File: src/rtl/hazard_stall_controller_if.sv
// Pipeline-side bundle of the hazard stall controller.
// master: the pipeline raising hazards; slave: the controller answering them.
interface hazard_stall_controller_if #(
    parameter int CNT_W = 16
);
    logic             MCycleStartE;
    logic             MCycleBusy;
    logic             MemReqM;
    logic             MemReadyM;
    logic             MemtoRegE;
    logic [4:0]       rdE;
    logic [4:0]       rs1D;
    logic [4:0]       rs2D;
    logic             PCSrcE;
    logic             ClearCount;
    logic             StallF;
    logic             StallD;
    logic             StallE;
    logic             StallM;
    logic             FlushD;
    logic             FlushE;
    logic             FlushW;
    logic             MemTimeout;
    logic [CNT_W-1:0] StallCount;

    modport master (
        output MCycleStartE,
        output MCycleBusy,
        output MemReqM,
        output MemReadyM,
        output MemtoRegE,
        output rdE,
        output rs1D,
        output rs2D,
        output PCSrcE,
        output ClearCount,
        input  StallF,
        input  StallD,
        input  StallE,
        input  StallM,
        input  FlushD,
        input  FlushE,
        input  FlushW,
        input  MemTimeout,
        input  StallCount
    );

    modport slave (
        input  MCycleStartE,
        input  MCycleBusy,
        input  MemReqM,
        input  MemReadyM,
        input  MemtoRegE,
        input  rdE,
        input  rs1D,
        input  rs2D,
        input  PCSrcE,
        input  ClearCount,
        output StallF,
        output StallD,
        output StallE,
        output StallM,
        output FlushD,
        output FlushE,
        output FlushW,
        output MemTimeout,
        output StallCount
    );
endinterface

File: src/rtl/hazard_stall_controller.sv
// Central stall/flush sequencer for the 5-stage pipeline.
// Arbitrates memory wait, MUL/DIV, load-use and branch hazards.
module hazard_stall_controller #(
    parameter int MEM_TIMEOUT = 255,
    parameter int CNT_W       = 16
) (
    input  logic                     CLK,
    input  logic                     RESETn,
    hazard_stall_controller_if.slave hz
);
    localparam int WAIT_W = $clog2(MEM_TIMEOUT + 1);
    localparam logic [WAIT_W-1:0] WAIT_MAX = WAIT_W'(MEM_TIMEOUT);
    localparam logic [CNT_W-1:0] CNT_MAX = '1;

    typedef enum logic [1:0] {
        IDLE,
        MEMWAIT,
        MCYCLE
    } state_t;

    state_t state;
    state_t stateNext;

    logic [WAIT_W-1:0] waitCnt;
    logic [WAIT_W-1:0] waitCntNext;
    logic [CNT_W-1:0]  stallCnt;
    logic              memTimeoutQ;

    logic memMiss;
    logic loadUse;
    logic hold;
    logic luStall;
    logic brFlush;
    logic timeoutHit;

    logic stallFront;
    logic stallBack;
    logic flushDec;
    logic flushExe;
    logic bubbleWb;

    // Raw hazard detection from the pipeline stage contents.
    always_comb begin
        memMiss = hz.MemReqM && !hz.MemReadyM;
        loadUse = hz.MemtoRegE
               && (hz.rdE != 5'd0)
               && ((hz.rdE == hz.rs1D) || (hz.rdE == hz.rs2D));
    end

    // Next state and arbitrated stall cause; a release cycle
    // behaves like IDLE for the causes younger than the one released.
    always_comb begin
        logic evalMem;
        logic evalMul;
        logic evalHaz;
        stateNext   = state;
        waitCntNext = waitCnt;
        hold        = 1'b0;
        luStall     = 1'b0;
        brFlush     = 1'b0;
        timeoutHit  = 1'b0;
        evalMem     = 1'b0;
        evalMul     = 1'b0;
        evalHaz     = 1'b0;

        unique case (state)
            IDLE: begin
                evalMem = 1'b1;
                evalMul = 1'b1;
                evalHaz = 1'b1;
            end
            MEMWAIT: begin
                if (hz.MemReadyM) begin
                    stateNext   = IDLE;
                    waitCntNext = '0;
                    evalMul     = 1'b1;
                    evalHaz     = 1'b1;
                end else if (waitCnt == WAIT_MAX) begin
                    stateNext   = IDLE;
                    waitCntNext = '0;
                    timeoutHit  = 1'b1;
                end else begin
                    hold        = 1'b1;
                    waitCntNext = waitCnt + WAIT_W'(1);
                end
            end
            MCYCLE: begin
                if (hz.MCycleBusy) begin
                    hold = 1'b1;
                end else begin
                    stateNext = IDLE;
                    evalHaz   = 1'b1;
                end
            end
            default: begin
                stateNext   = IDLE;
                waitCntNext = '0;
            end
        endcase

        if (evalMem && memMiss) begin
            hold        = 1'b1;
            stateNext   = MEMWAIT;
            waitCntNext = WAIT_W'(1);
        end else if (evalMul && hz.MCycleStartE) begin
            hold      = 1'b1;
            stateNext = MCYCLE;
        end else if (evalHaz && loadUse) begin
            luStall = 1'b1;
        end else if (evalHaz && hz.PCSrcE) begin
            brFlush = 1'b1;
        end
    end

    // Stage controls; stalls mask flushes and reset forces all low.
    always_comb begin
        stallFront = 1'b0;
        stallBack  = 1'b0;
        flushDec   = 1'b0;
        flushExe   = 1'b0;
        bubbleWb   = 1'b0;
        if (RESETn) begin
            stallFront = hold || luStall;
            stallBack  = hold;
            bubbleWb   = hold;
            flushDec   = brFlush && !hold;
            flushExe   = (brFlush || luStall) && !hold;
        end
    end

    // Sequencer state and memory wait counter.
    always_ff @(posedge CLK or negedge RESETn) begin
        if (!RESETn) begin
            state   <= IDLE;
            waitCnt <= '0;
        end else begin
            state   <= stateNext;
            waitCnt <= waitCntNext;
        end
    end

    // Sticky flag for an abandoned memory access.
    always_ff @(posedge CLK or negedge RESETn) begin
        if (!RESETn) begin
            memTimeoutQ <= 1'b0;
        end else if (timeoutHit) begin
            memTimeoutQ <= 1'b1;
        end
    end

    // Saturating count of fetch-stall cycles; clear has priority.
    always_ff @(posedge CLK or negedge RESETn) begin
        if (!RESETn) begin
            stallCnt <= '0;
        end else if (hz.ClearCount) begin
            stallCnt <= '0;
        end else if (stallFront && (stallCnt != CNT_MAX)) begin
            stallCnt <= stallCnt + CNT_W'(1);
        end
    end

    assign hz.StallF     = stallFront;
    assign hz.StallD     = stallFront;
    assign hz.StallE     = stallBack;
    assign hz.StallM     = stallBack;
    assign hz.FlushD     = flushDec;
    assign hz.FlushE     = flushExe;
    assign hz.FlushW     = bubbleWb;
    assign hz.MemTimeout = memTimeoutQ;
    assign hz.StallCount = stallCnt;
endmodule

File: src/flat_wrapper.sv
// flat-port wrapper written by rule: the top's interface ports become plain ports
module hazard_stall_controller_flat 
#(
    parameter int MEM_TIMEOUT = 255,
    parameter int CNT_W       = 16
)
  (CLK, RESETn, hz_MCycleStartE, hz_MCycleBusy, hz_MemReqM, hz_MemReadyM, hz_MemtoRegE, hz_rdE, hz_rs1D, hz_rs2D, hz_PCSrcE, hz_ClearCount, hz_StallF, hz_StallD, hz_StallE, hz_StallM, hz_FlushD, hz_FlushE, hz_FlushW, hz_MemTimeout, hz_StallCount);
  hazard_stall_controller_if #(.CNT_W(CNT_W)) hz_i ();
  input  logic CLK;
  input  logic RESETn;
  input wire logic [$bits(hz_i.MCycleStartE)-1:0] hz_MCycleStartE;
  input wire logic [$bits(hz_i.MCycleBusy)-1:0] hz_MCycleBusy;
  input wire logic [$bits(hz_i.MemReqM)-1:0] hz_MemReqM;
  input wire logic [$bits(hz_i.MemReadyM)-1:0] hz_MemReadyM;
  input wire logic [$bits(hz_i.MemtoRegE)-1:0] hz_MemtoRegE;
  input wire logic [$bits(hz_i.rdE)-1:0] hz_rdE;
  input wire logic [$bits(hz_i.rs1D)-1:0] hz_rs1D;
  input wire logic [$bits(hz_i.rs2D)-1:0] hz_rs2D;
  input wire logic [$bits(hz_i.PCSrcE)-1:0] hz_PCSrcE;
  input wire logic [$bits(hz_i.ClearCount)-1:0] hz_ClearCount;
  output wire logic [$bits(hz_i.StallF)-1:0] hz_StallF;
  output wire logic [$bits(hz_i.StallD)-1:0] hz_StallD;
  output wire logic [$bits(hz_i.StallE)-1:0] hz_StallE;
  output wire logic [$bits(hz_i.StallM)-1:0] hz_StallM;
  output wire logic [$bits(hz_i.FlushD)-1:0] hz_FlushD;
  output wire logic [$bits(hz_i.FlushE)-1:0] hz_FlushE;
  output wire logic [$bits(hz_i.FlushW)-1:0] hz_FlushW;
  output wire logic [$bits(hz_i.MemTimeout)-1:0] hz_MemTimeout;
  output wire logic [$bits(hz_i.StallCount)-1:0] hz_StallCount;
  assign hz_i.MCycleStartE = hz_MCycleStartE;
  assign hz_i.MCycleBusy = hz_MCycleBusy;
  assign hz_i.MemReqM = hz_MemReqM;
  assign hz_i.MemReadyM = hz_MemReadyM;
  assign hz_i.MemtoRegE = hz_MemtoRegE;
  assign hz_i.rdE = hz_rdE;
  assign hz_i.rs1D = hz_rs1D;
  assign hz_i.rs2D = hz_rs2D;
  assign hz_i.PCSrcE = hz_PCSrcE;
  assign hz_i.ClearCount = hz_ClearCount;
  assign hz_StallF = hz_i.StallF;
  assign hz_StallD = hz_i.StallD;
  assign hz_StallE = hz_i.StallE;
  assign hz_StallM = hz_i.StallM;
  assign hz_FlushD = hz_i.FlushD;
  assign hz_FlushE = hz_i.FlushE;
  assign hz_FlushW = hz_i.FlushW;
  assign hz_MemTimeout = hz_i.MemTimeout;
  assign hz_StallCount = hz_i.StallCount;
  hazard_stall_controller #(.MEM_TIMEOUT(MEM_TIMEOUT), .CNT_W(CNT_W)) u_core (.CLK(CLK), .RESETn(RESETn), .hz(hz_i));
endmodule
File: config.mk
export PLATFORM = sky130hd
export DESIGN_NAME = hazard_stall_controller_flat
export DESIGN_NICKNAME = d
export VERILOG_FILES = /design/src/rtl/hazard_stall_controller_if.sv /design/src/rtl/hazard_stall_controller.sv /design/src/flat_wrapper.sv
export SDC_FILE = /design/constraint.sdc
export NUM_CORES = 1
export LEC_CHECK = 0
export CAP_MARGIN = 5
export CELL_PAD_IN_SITES_DETAIL_PLACEMENT = 0
export CELL_PAD_IN_SITES_GLOBAL_PLACEMENT = 1
export CORE_MARGIN = 8
export CORE_UTILIZATION = 30
export DETAILED_ROUTE_END_ITERATION = 12
export GPL_ROUTABILITY_DRIVEN = 0
export PLACE_DENSITY_LB_ADDON = 0.1
export SETUP_SLACK_MARGIN = 0.5
export SLEW_MARGIN = 20
export SYNTH_ARGS = -nofsm -noshare
export SYNTH_HDL_FRONTEND = slang
export SYNTH_SLANG_ARGS = --single-unit
File: constraint.sdc
create_clock -name CLK -period 4.75 [get_ports CLK]
set_input_delay 1.425 -clock CLK [delete_from_list [all_inputs] [get_ports CLK]]
set_output_delay 1.425 -clock CLK [all_outputs]
set_load 0.05 [all_outputs]
==> impl_metrics.xml <==
<?xml version="1.0" encoding="UTF-8"?>
<metrics>
  <group name="run_status">
    <metric name="outcome" unit="">finished, final reports clean</metric>
  </group>
  <group name="global_routing">
    <metric name="grt_usage" unit="">0.122</metric>
    <metric name="antenna_found_initial" unit="">0</metric>
    <metric name="grt_overflow_total" unit="">0</metric>
    <metric name="grt_start_max_net_pins" unit="">29</metric>
    <metric name="via_count_of_the_first_global_routing_pass" unit="">1868</metric>
    <metric name="grt_pass1_wl" unit="mm">8.86</metric>
  </group>
  <group name="placement">
    <metric name="pre_cts_slack" unit="ns">0.0754</metric>
    <metric name="place_inst" unit="">328</metric>
    <metric name="hpwlAfterDp" unit="mm">3.84</metric>
    <metric name="io_buffer_count" unit="">47</metric>
  </group>
  <group name="clocking">
    <metric name="cts_buffer_depth" unit="">2</metric>
    <metric name="worstSkewPairLatency" unit="ns">0.28</metric>
    <metric name="sinks_on_the_clock_net" unit="">27</metric>
    <metric name="htreeDepth" unit="">1</metric>
    <metric name="tritoncts" unit="">built</metric>
    <metric name="clkSlewWorstSetupHoldPaths" unit="ns">0.09</metric>
    <metric name="tritoncts.num_buffers" unit="">3</metric>
    <metric name="ctsRootBufferMaster" unit="">sky130_fd_sc_hd__clkbuf_8</metric>
  </group>
  <group name="yosys">
    <metric name="postSynthRegisterBits" unit="">27</metric>
    <metric name="synthArstFlopShare" unit="">1.00</metric>
    <metric name="synth.yosys.seq_area_share" unit="">0.368</metric>
    <metric name="syn-cell-area" unit="um2">1840</metric>
    <metric name="yosys.area.top_type" unit="">sky130_fd_sc_hd__dfrtp_1</metric>
    <metric name="post_syn_nets" unit="">241</metric>
    <metric name="synth_enable_flop_cells" unit="">0</metric>
    <metric name="yosysTopAreaCellShare" unit="">0.368</metric>
    <metric name="ys_types" unit="">45</metric>
    <metric name="synthesis.instances" unit="">211</metric>
    <metric name="synth_top_cells_by_area" unit="">sky130_fd_sc_hd__dfrtp_1 37%, sky130_fd_sc_hd__xor2_1 5.2%, sky130_fd_sc_hd__a21oi_1 4.9%, sky130_fd_sc_hd__o31ai_1 4.5%, sky130_fd_sc_hd__ha_1 4.1%</metric>
    <metric name="synth_top_flop_cell" unit="">sky130_fd_sc_hd__dfrtp_1</metric>
    <metric name="ys.warnings.count" unit="">0</metric>
    <metric name="avgSynthCellArea" unit="um2">8.71</metric>
  </group>
  <group name="job">
    <metric name="cap_viol_max_count" unit="">0</metric>
  </group>
  <group name="timing">
    <metric name="maxSlewHeadroom" unit="">0.479</metric>
    <metric name="rsz0062_at_grt" unit="">true</metric>
    <metric name="report.final.hold_viol_count" unit="">0</metric>
    <metric name="clock.fmax" unit="MHz">234</metric>
    <metric name="finalCritPeriodShare" unit="">0.900</metric>
    <metric name="report.final.setup_viol" unit="">0</metric>
    <metric name="worst_clock_skew" unit="ns">0.0113</metric>
    <metric name="maxSlewViolCount" unit="">0</metric>
    <metric name="totalNegativeSetupSlack" unit="ns">0</metric>
    <metric name="worst-slew-pin-transition" unit="ns">0.777</metric>
    <metric name="layout_setup_ws" unit="ns">0.473</metric>
    <metric name="final_period_minus_worst_setup_slack" unit="ns">4.28</metric>
  </group>
  <group name="drt">
    <metric name="detail-route-antenna-nets" unit="">0</metric>
    <metric name="drt_first_iter_violations" unit="">32</metric>
    <metric name="met1Wirelength" unit="mm">2.27</metric>
    <metric name="route.vias.total" unit="">1772</metric>
    <metric name="routed-wl-met3" unit="um">184</metric>
    <metric name="detailedRoute.firstPassIterationCount" unit="">4</metric>
    <metric name="post_route_wl" unit="mm">5.31</metric>
    <metric name="drc" unit="">0</metric>
    <metric name="top_layer_used" unit="">met4</metric>
    <metric name="routed-wl-met2" unit="mm">2.83</metric>
    <metric name="vias_per_cell" unit="">5.23</metric>
    <metric name="detail_route.wl_per_cell" unit="um">15.7</metric>
  </group>
  <group name="setup_path">
    <metric name="reg2reg_depth" unit="">7</metric>
    <metric name="worst_setup_path_end_kind" unit="">output port</metric>
    <metric name="r2r-end" unit="">u_core.hz.StallCount[5]</metric>
    <metric name="worstReg2RegStart" unit="">u_core.hz.StallCount[0]</metric>
    <metric name="crit_path_start_kind" unit="">primary input</metric>
    <metric name="critPathRequiredTime" unit="ns">3.32</metric>
    <metric name="critical_path_class" unit="">primary input to output port</metric>
    <metric name="cp_max_fo" unit="">3</metric>
    <metric name="arrival_worst_endpoint" unit="ns">2.85</metric>
    <metric name="ff2ff_setup_slack" unit="ns">2.07</metric>
  </group>
  <group name="floorplanning">
    <metric name="initial_utilization" unit="">0.310</metric>
    <metric name="io_pins" unit="">48</metric>
    <metric name="die_height" unit="um">94.2</metric>
    <metric name="die_w" unit="um">94.2</metric>
    <metric name="placeableCoreArea" unit="um2">5920</metric>
    <metric name="die_area" unit="um2">8880</metric>
    <metric name="core.rowCount" unit="">28</metric>
  </group>
  <group name="pwr">
    <metric name="cellLeakagePower" unit="uW">0.00109</metric>
    <metric name="power.density_cell_area" unit="nW/um2">380</metric>
    <metric name="irDropWorstVdd" unit="V">0.000161</metric>
  </group>
  <group name="layout">
    <metric name="synthesis_to_finish_area_growth" unit="%">43.5</metric>
    <metric name="n_antenna_cell" unit="">0</metric>
    <metric name="final_layout_size_suffix_gt1_frac" unit="">0.205</metric>
    <metric name="nNetsFinal" unit="">295</metric>
    <metric name="fillCellCount" unit="">601</metric>
    <metric name="layoutNonFillerInstCount" unit="">339</metric>
  </group>
  <group name="hold_path">
    <metric name="class_of_the_most_critical_hold_timing_path" unit="">flop to flop</metric>
    <metric name="hold_crit_depth" unit="">1</metric>
    <metric name="hp-start" unit="">u_core.hz.MemTimeout</metric>
    <metric name="timing.hold.worst_endpoint" unit="">u_core.hz.MemTimeout</metric>
  </group>
</metrics>
## flip-flops by register name, summed over array words and instances, names as in the netlist
| signal | count |
|---|---|
| u_core.hz.MemTimeout | 1 |
| u_core.hz.StallCount | 16 |
| u_core.state | 2 |
| u_core.waitCnt | 8 |
## metal layers
metal,global-route usage,vias up
met3,0.0280,2
met1,0.144,853
li1,-,884
met4,0.0225,0
met5,0,-
met2,0.220,33
## report_power, final
group	internal (uW)	total [uW]	leakage, uW	switching [uW]
clock	58.9	137	0.0000255	78.2
combinational	242	595	0.000692	354
sequential	248	269	0.000372	20.4
## worst max-delay path by stage
stage / startpoint / to / cells past startpoint
after floorplan: hz_rdE[2] / hz_StallF / 8
after global placement: hz_rdE[0] / hz_FlushD / 6
after detailed placement: hz_MemReadyM / hz_FlushD / 8
after CTS: hz_rdE[3] / hz_FlushD / 6
after global routing: hz_rdE[3] / hz_FlushD / 6
final: hz_rdE[3] / hz_FlushD / 6
## layout make-up
type,count,area [um2],share of cell area
inverters,4,15.0,0.00570
well taps,75,93.8,0.0356
clock inverters,1,5.00,0.00190
repair buffers,61,612,0.232
flip-flops and latches,27,676,0.256
multi-input cells,168,1190,0.453
clock buffers,3,41.3,0.0157
## cell families (layout without fill, tap and decap cells)
kind of cell | Yosys count | count (layout) | share of synthesized area
simple gates | 89 | 89 | 0.268
compound gates | 60 | 60 | 0.211
flops | 27 | 27 | 0.368
buf+inv | 16 | 69 | 0.0470
xor+xnor | 11 | 11 | 0.0525
fa+ha+maj | 6 | 6 | 0.0409
mux | 2 | 2 | 0.0123
## Yosys cell counts, drive strengths merged (4+ instances only)
cell    number
nand2b       7
and3         6
ha           6
a21oi       20
o31ai       11
nand3       11
nor2b        5
inv          4
or4          9
dfrtp       27
nand2       15
o21ai       14
xor2        11
buf          9
nor2        17
## stage by stage
stage / util / hold slack [ns] / cell area [um2] / total power (uW)
floorplan: - / 0.484 / 1880 / 644
global placement: 0.416 / 0.442 / 2460 / 786
detailed placement: 0.416 / 0.478 / 2460 / 780
CTS: 0.440 / 0.498 / 2600 / 989
global route: 0.445 / 0.511 / 2640 / 1070
finish: 0.445 / 0.483 / 2640 / 1000
## layout by cell type, fill, tap and decap left out, types with 8 or more instances in the layout
cell,instances
sky130_fd_sc_hd__a21oi_1,16
sky130_fd_sc_hd__buf_4,14
sky130_fd_sc_hd__clkdlybuf4s50_1,21
sky130_fd_sc_hd__dfrtp_1,27
sky130_fd_sc_hd__dlygate4sd2_1,10
sky130_fd_sc_hd__nand2_1,13
sky130_fd_sc_hd__nand3_1,11
sky130_fd_sc_hd__nor2_1,17
sky130_fd_sc_hd__o21ai_0,10
sky130_fd_sc_hd__o31ai_1,10
sky130_fd_sc_hd__or4_1,8
sky130_fd_sc_hd__xor2_1,10
## worst max-delay path, cell delays in order
cell and delay, ns:
sky130_fd_sc_hd__buf_8 0.10, sky130_fd_sc_hd__or4_4 0.54, sky130_fd_sc_hd__o211ai_4 0.19, sky130_fd_sc_hd__or2_4 0.16, sky130_fd_sc_hd__nor4b_4 0.25, sky130_fd_sc_hd__buf_12 0.18
## timing repair
item,4_1_cts,5_1_grt
setup buffers,5,2
setup endpoints to repair,7,7
hold buffers,0,0
pin swaps,21,5
resized for setup,55,10
Power figures use the tool's default switching activity.
